**config.mk**
```make
export PLATFORM = sky130hd
export DESIGN_NAME = chopper_sequencer
export DESIGN_NICKNAME = d
export VERILOG_FILES = /design/src/rtl/chopper_sequencer_pkg.sv /design/src/rtl/chopper_sequencer.sv
export SDC_FILE = /design/constraint.sdc
export NUM_CORES = 1
export LEC_CHECK = 0
export ABC_AREA = 1
export CORE_MARGIN = 4
export CORE_UTILIZATION = 25
export CTS_CLUSTER_DIAMETER = 40
export DETAILED_ROUTE_END_ITERATION = 6
export HOLD_SLACK_MARGIN = 0.05
export MAX_ROUTING_LAYER = met4
export SETUP_SLACK_MARGIN = 0.05
export SYNTH_ARGS = -nofsm -noshare
export SYNTH_HDL_FRONTEND = slang
export SYNTH_SLANG_ARGS = --single-unit
```
**constraint.sdc**
```tcl
create_clock -name clk -period 1.6 [get_ports clk]
set_input_delay 0.32 -clock clk [delete_from_list [all_inputs] [get_ports clk]]
set_output_delay 0.32 -clock clk [all_outputs]
set_load 0.05 [all_outputs]
```
**src/rtl/chopper_sequencer_pkg.sv**
```systemverilog
// Shared microstepper definitions: phase encoding and default widths used by
// the chopper sequencer and its countdown-timer peer.
package chopper_sequencer_pkg;

  localparam int WIDTH_DEF     = 10;
  localparam int CNT_WIDTH_DEF = 16;

  localparam logic [1:0] PH_IDLE  = 2'd0;
  localparam logic [1:0] PH_BLANK = 2'd1;
  localparam logic [1:0] PH_ON    = 2'd2;
  localparam logic [1:0] PH_OFF   = 2'd3;

  typedef enum logic [1:0] {
    IDLE  = PH_IDLE,
    BLANK = PH_BLANK,
    ON    = PH_ON,
    OFF   = PH_OFF
  } phase_e;

endpackage

```
**src/rtl/chopper_sequencer.sv**
```systemverilog
// Per-coil chopper: blanking / on / fixed-off-time sequencing driven by an
// external countdown timer. Define CHOPPER_FAST_DECAY_EN to split OFF into FAST+SLOW.
module chopper_sequencer
  import chopper_sequencer_pkg::*;
#(
  parameter int WIDTH     = WIDTH_DEF,
  parameter int CNT_WIDTH = CNT_WIDTH_DEF
) (
  input  logic                 clk,
  input  logic                 resetn,
  input  logic                 enable,
  input  logic                 over_current,
  input  logic [WIDTH-1:0]     blank_time,
  input  logic [WIDTH-1:0]     off_time,
`ifdef CHOPPER_FAST_DECAY_EN
  input  logic [WIDTH-1:0]     fast_time,
`endif
  input  logic                 timer_done,
  output logic                 timer_start,
  output logic [WIDTH-1:0]     timer_load,
  output logic                 drive_on,
  output logic                 decay_fast,
  output logic [CNT_WIDTH-1:0] chop_count,
  output logic [1:0]           phase
);

  phase_e               state_r, state_s;
  logic                 start_r, start_s;
  logic [WIDTH-1:0]     load_r, load_s;
  logic                 drive_r, drive_s;
  logic [CNT_WIDTH-1:0] chop_r, chop_s;
  logic                 done_ok_s;
`ifdef CHOPPER_FAST_DECAY_EN
  logic                 fast_r, fast_s;
  logic                 decay_r, decay_s;
`endif

  // A done seen while our own load pulse is out belongs to the previous load.
  assign done_ok_s = timer_done & ~start_r;

  // Next-state and next-output decode; enable=0 overrides every other input.
  always_comb begin
    state_s = state_r;
    start_s = 1'b0;
    load_s  = load_r;
    drive_s = drive_r;
    chop_s  = chop_r;
`ifdef CHOPPER_FAST_DECAY_EN
    fast_s  = fast_r;
    decay_s = decay_r;
`endif
    if (!enable) begin
      state_s = IDLE;
      drive_s = 1'b0;
`ifdef CHOPPER_FAST_DECAY_EN
      fast_s  = 1'b0;
      decay_s = 1'b0;
`endif
    end else begin
      case (state_r)
        IDLE: begin
          state_s = BLANK;
          drive_s = 1'b1;
          start_s = 1'b1;
          load_s  = blank_time;
        end
        BLANK: begin
          drive_s = 1'b1;
          if (done_ok_s) begin
            state_s = ON;
          end else begin
            state_s = BLANK;
          end
        end
        ON: begin
          if (over_current) begin
            state_s = OFF;
            drive_s = 1'b0;
            start_s = 1'b1;
            chop_s  = chop_r + CNT_WIDTH'(1);
`ifdef CHOPPER_FAST_DECAY_EN
            fast_s  = 1'b1;
            decay_s = 1'b1;
            load_s  = fast_time;
`else
            load_s  = off_time;
`endif
          end else begin
            drive_s = 1'b1;
          end
        end
        OFF: begin
          if (!done_ok_s) begin
            drive_s = 1'b0;
`ifdef CHOPPER_FAST_DECAY_EN
          end else if (fast_r) begin
            fast_s  = 1'b0;
            decay_s = 1'b0;
            start_s = 1'b1;
            load_s  = off_time;
`endif
          end else begin
            state_s = BLANK;
            drive_s = 1'b1;
            start_s = 1'b1;
            load_s  = blank_time;
          end
        end
        default: begin
          state_s = IDLE;
          drive_s = 1'b0;
        end
      endcase
    end
  end

  // State and output registers.
  always_ff @(posedge clk or negedge resetn) begin
    if (!resetn) begin
      state_r <= IDLE;
      start_r <= 1'b0;
      load_r  <= '0;
      drive_r <= 1'b0;
      chop_r  <= '0;
`ifdef CHOPPER_FAST_DECAY_EN
      fast_r  <= 1'b0;
      decay_r <= 1'b0;
`endif
    end else begin
      state_r <= state_s;
      start_r <= start_s;
      load_r  <= load_s;
      drive_r <= drive_s;
      chop_r  <= chop_s;
`ifdef CHOPPER_FAST_DECAY_EN
      fast_r  <= fast_s;
      decay_r <= decay_s;
`endif
    end
  end

  assign timer_start = start_r;
  assign timer_load  = load_r;
  assign drive_on    = drive_r;
  assign chop_count  = chop_r;
  assign phase       = state_r;
`ifdef CHOPPER_FAST_DECAY_EN
  assign decay_fast  = decay_r;
`else
  assign decay_fast  = 1'b0;
`endif

endmodule

```
==> run summary, run 1 <==
RSZ-0062 raised after global routing - no
worst reg2reg path startpoint - phase[1]
P&R area growth vs syn - 57.6%
DRT Wirelength - 3840 µm
Final HPWL DP - 3050 µm
CTS max path bufs - 2
PostCTS Resize Cnt - 0
global-route wire length before repair - 6450 µm
Synth top cells by count - nand2_1 (54), dfrtp_1 (30), inv_1 (21)
startpoint types - flop
Num CTS Buffers - 5
Hold Crit Class - in -> async
Core Box Area - 6390 µm²
post-CTS setup buffer count - 0
Synth Area in XOR/XNOR - 4.22%
Final Util - 41.0%
synthesized area - 1660 µm²
mean routed wirelength per cell - 11.4 µm
hold buffer count at cts - 0
Critical Path Sink Type - flop
FFs w/ async S/R, synth - 100%
remaining global-route overflow - 0
# DRC - 0
TritonCTS clock tree - done
crit path max fanout - 8
pwr/cell area - 1030 nW/µm²
worst skew pair latency - 0.28 ns
largest net degree at the start of global routing - 31
die area - 8010 µm²
Max Slew Vio Count - 0
main combinational cell family by area after synthesis - simple AND/OR/NAND/NOR gates
Placement Rows - 29
dpl cells - 329
initial core utilization - 26.0%
crit path DAT - 1.59 ns
non-filler cells, final - 337
count leader, synth - nand2_1
Clock Skew - 0.00459 ns
Syn Nets - 226
drt first pass iters - 4
die width - 89.5 µm
Post-DRT Antenna Nets - 0
area fraction of the dominant cell type after synthesis - 45.2%
Synth area leaders - dfrtp_1 (45%), nand2_1 (12%), mux2i_1 (6.0%)
CTS clk-pin slew, worst paths - 0.06 ns
Peak supply drop - 0.000800 V
sequential fraction of the synthesis area - 45.2%
post-synthesis mux area share - 6.03%
fmax - 706 MHz
number of synthesized register bits - 30
via count - 1,414
Pleak - 1.19 nW
kind of critical path - reg -> reg
Synth Area in Simple Gates - 28.9%
vias in the first global route - 1,352
GRT Total Usage - 10.9%
ys flop type - dfrtp_1
Worst Path Required - 1.77 ns
Iter 0 DRT Violations - 80
initial antenna violation count - 0
yosys warns - 0
Period minus WS final - 1.42 ns
Post-Synth Adder-Cell Area - 4.52%
CTS root buffer - clkbuf_8
Hold WS - 0.437 ns
post-synth cell types - 26
DR vias/cell - 4.20
Die Span Y - 89.5 µm
Compound-Gate Fraction of Synth Area - 4.60%
fraction of layout cells with a size suffix above 1 - 25.0%
max_cap viols - 0
Synth Area per Inst - 8.51 µm²
IO Port Bufs - 54
Post-synth EDFFs - 0
routability cong. - 0.852
# diodes - 0
TritonCTS Sinks - 30
H-tree depth - 2
area leader, netlist - dfrtp_1
critical path launch point - phase[1]
layout net count - 290
Hold Fails Final Rpt - 0
Top Ports - 56
Cells after Synth - 195
status - finished, final reports clean
endpoints failing setup - 0
final period utilization - 88.6%
## state kept, by name (all words and copies together), names as in the netlist
register	count
phase	2
timer_load	10
drive_on	1
timer_start	1
chop_count	16
## path summary, 6_finish.rpt
kind | depth (start not counted) | to | slack (ns)
hold / removal | 2 | timer_load[5] | 0.44
setup reg to reg | 6 | chop_count[10] | 0.18
max in group asynchronous | 2 | phase[1] | 0.86
min in group clk | 3 | phase[1] | 0.47
setup / recovery | 6 | chop_count[10] | 0.18
hold reg to reg | 2 | timer_load[4] | 0.49
## metal layers
layer | track usage [%] | vias to the layer above | wire length (µm)
li1 | - | 744 | -
met1 | 13.7 | 640 | 1680
met2 | 17.1 | 23 | 1940
met3 | 2.21 | 7 | 169
met4 | 4.47 | 0 | 55
met5 | - | - | 0
## area by class of cell
type                       count  area [µm²]
sequential                    30         756
tap                           77        96.3
timing repair buffer          61         771
multi-input combinational    139         820
clock inverter                 1        5.00
clock buffer                   7        86.3
inverter                      22        82.6
fill                         632        3770
## report_power, final
group / internal (mW) / total (mW) / switching, mW
logic: 0.427 / 1.08 / 0.657
clock network: 0.346 / 0.616 / 0.270
registers: 0.879 / 0.985 / 0.106
## cells by family after synthesis
family                     Yosys count
xor gates and xnor gates             8
and+or+nand+nor                     99
other                                1
DFF                                 30
AOI/OAI and AO/OA                   15
buffers and inverters               26
adders and majority gates            6
muxes                               10
## through the flow
step / instance area, µm² / setup slack (ns) / total power, mW / TNS [ns]
CTS: 2600 / 0.0607 / 2.72 / 0
floorplan: 1670 / 0.0589 / 1.60 / 0
finish: 2620 / 0.183 / 2.69 / 0
detailed placement: 2510 / -0.163 / 2.09 / -2.11
global route: 2620 / 0.0501 / 2.84 / 0
global placement: 2510 / -0.130 / 2.08 / -1.57
## cells in the final DEF, fill, tap and decap left out, drive strengths merged, types with 6 or more instances in the layout
master	instances
nand2	58
buf	37
dfrtp	30
clkdlybuf4s50	23
inv	22
nor2	21
nand3	14
o21ai	13
mux2i	10
clkbuf	7
xor2	6
ha	6
## critical path: stages (launching register included)
cell     delay [ns]
dfrtp_2        0.49
ha_4           0.20
nand3_4        0.14
nor2_4         0.22
nand2_4        0.08
o21ai_1        0.12
nand2_1        0.05
Note: power is estimated with default switching activity, not from simulation.
==> inputs of run 2 (changes only) <==
clock period = 1.73 ns   (was 1.6 ns; I/O delays follow)
==> run 2 against run 1 <==
Against the previous run:
- clock power fell by 17%
- hold slack better by 0.013 ns
- flip-flop and latch count unchanged
- total power decreased by 14%
- critical endpoint unchanged
- critical path type is now in -> reg
- count of clock-buffer cells in the layout is 2 lower
- combinational power decreased by 17%
- clock skew barely moved
- die area stayed put
- final cell count shrank 1.2%
==> run summary, run 2 (synthesized netlist as in run 1, its figures left out) <==
Final Util - 37.0%
TritonCTS clock tree - done
Period minus WS final - 1.48 ns
fmax - 677 MHz
routability cong. - 0.831
remaining global-route overflow - 0
wl on met1 - 1660 µm
endpoints failing setup - 0
GRT Total Usage - 11.1%
initial core utilization - 26.0%
global-route wire length before repair - 6440 µm
Die Span Y - 89.5 µm
fin area - 2360 µm²
post-CTS setup buffer count - 0
metal3 WL - 192 µm
DR vias/cell - 4.28
Final HPWL DP - 3040 µm
die width - 89.5 µm
Worst Path Required - 1.90 ns
vias in the first global route - 1,347
Fill cells - 658
dpl cells - 326
# diodes - 0
startpoint types - primary input
Post-DRT Antenna Nets - 0
hold buffer count at cts - 0
Final Worst Setup Slack - 0.253 ns
CTS root buffer - clkbuf_8
Max Slew Vio Count - 0
crit path max fanout - 6
DRT Wirelength - 3830 µm
H-tree depth - 2
RSZ-0062 raised after global routing - no
fraction of layout cells with a size suffix above 1 - 23.0%
highest metal used - met4
Critical Path Sink Type - flop
IO Port Bufs - 54
via count - 1,426
Num CTS Buffers - 5
crit path DAT - 1.65 ns
Peak supply drop - 0.000438 V
initial antenna violation count - 0
P&R area growth vs syn - 42.2%
largest net degree at the start of global routing - 31
Core Box Area - 6390 µm²
layout net count - 287
max_cap viols - 0
Clock Skew - 0.00475 ns
final period utilization - 85.4%
setup TNS - 0 ns
max incr delay on CP - 0.63 ns
CP cell instances - clkdlybuf4s50_1 -> nand3_4 -> nor2_4 -> nand2_4 -> o21ai_1 -> nand2_1
drt first pass iters - 4
# DRC - 0
worst skew pair latency - 0.28 ns
Iter 0 DRT Violations - 81
Total Power - 2.31 mW
mean routed wirelength per cell - 11.5 µm
kind of critical path - in -> reg
CP top delay family - buffers and inverters
die area - 8010 µm²
WL met2 - 1910 µm
CP max-delay cell - clkdlybuf4s50_1
CTS clk-pin slew, worst paths - 0.06 ns
Pleak - 1.11 nW
CTS max path bufs - 2
Hold WS - 0.450 ns
Hold Fails Final Rpt - 0
pwr/cell area - 977 nW/µm²
Top Ports - 56
status - finished, final reports clean
commonest non-fill, non-tap cell in the layout - nand2_1
most frequent cells in the layout - nand2_1 (54), buf_4 (31), dfrtp_1 (28)
Hold Crit Class - in -> async
Largest register FFs - 16
Placement Rows - 29
non-filler cells, final - 333
worst path buffer plus inverter count - 1
placed cell area - 2270 µm²
TritonCTS Sinks - 30
worst slack at placement - -0.0533 ns
PostCTS Resize Cnt - 0
run 2: cell count changes in the layout (fill, tap and decap cells not counted), moves of 2 or more:
cell and delta:
buf_12 -17, buf_4 +14, dfrtp_1 +2, dfrtp_2 -2
run 2: layout make-up:
| class | instances | area, µm² | share of cell area [%] |
|---|---|---|---|
| Clock buffer | 5 | 68.8 | 2.91 |
| Clock inverter | 2 | 10.0 | 0.424 |
| Inverter | 22 | 82.6 | 3.50 |
| Multi-Input combinational cell | 139 | 817 | 34.6 |
| Sequential cell | 30 | 753 | 31.9 |
| Tap cell | 77 | 96.3 | 4.08 |
| Timing Repair Buffer | 58 | 533 | 22.6 |
run 2: power breakdown:
part | switching (mW) | total, mW | internal (mW) | leakage, nW
clock | 0.245 | 0.513 | 0.269 | 0.0438
sequential | 0.0917 | 0.901 | 0.809 | 0.374
combinational | 0.597 | 0.892 | 0.295 | 0.688
run 2: path summary, 6_finish.rpt:
path                          startpoint             end  slack, ns  cells after the start
max                               enable  chop_count[10]       0.25                      6
min                               resetn   timer_load[2]       0.45                      2
max reg2reg                     phase[0]  chop_count[10]       0.26                      7
min reg2reg                timer_load[2]   timer_load[2]       0.49                      2
max in group asynchronous         resetn        phase[0]       0.97                      2
min in group clk           timer_load[2]   timer_load[2]       0.49                      2
run 2: layer usage:
metal / global-route usage, % / vias to the layer above
li1: - / 735
met2: 17.4 / 24
met5: - / -
met4: 4.87 / 0
met3: 2.86 / 8
met1: 13.3 / 659
run 2: worst register-to-register path, delay by kind of cell (launching register included):
family	cells	cell delay, ns
flip-flops	1	0.45
buffers and inverters	1	0.12
AO/OA/AOI/OAI	1	0.12
adder cells (fa/ha/maj)	1	0.18
AND/OR/NAND/NOR	4	0.51
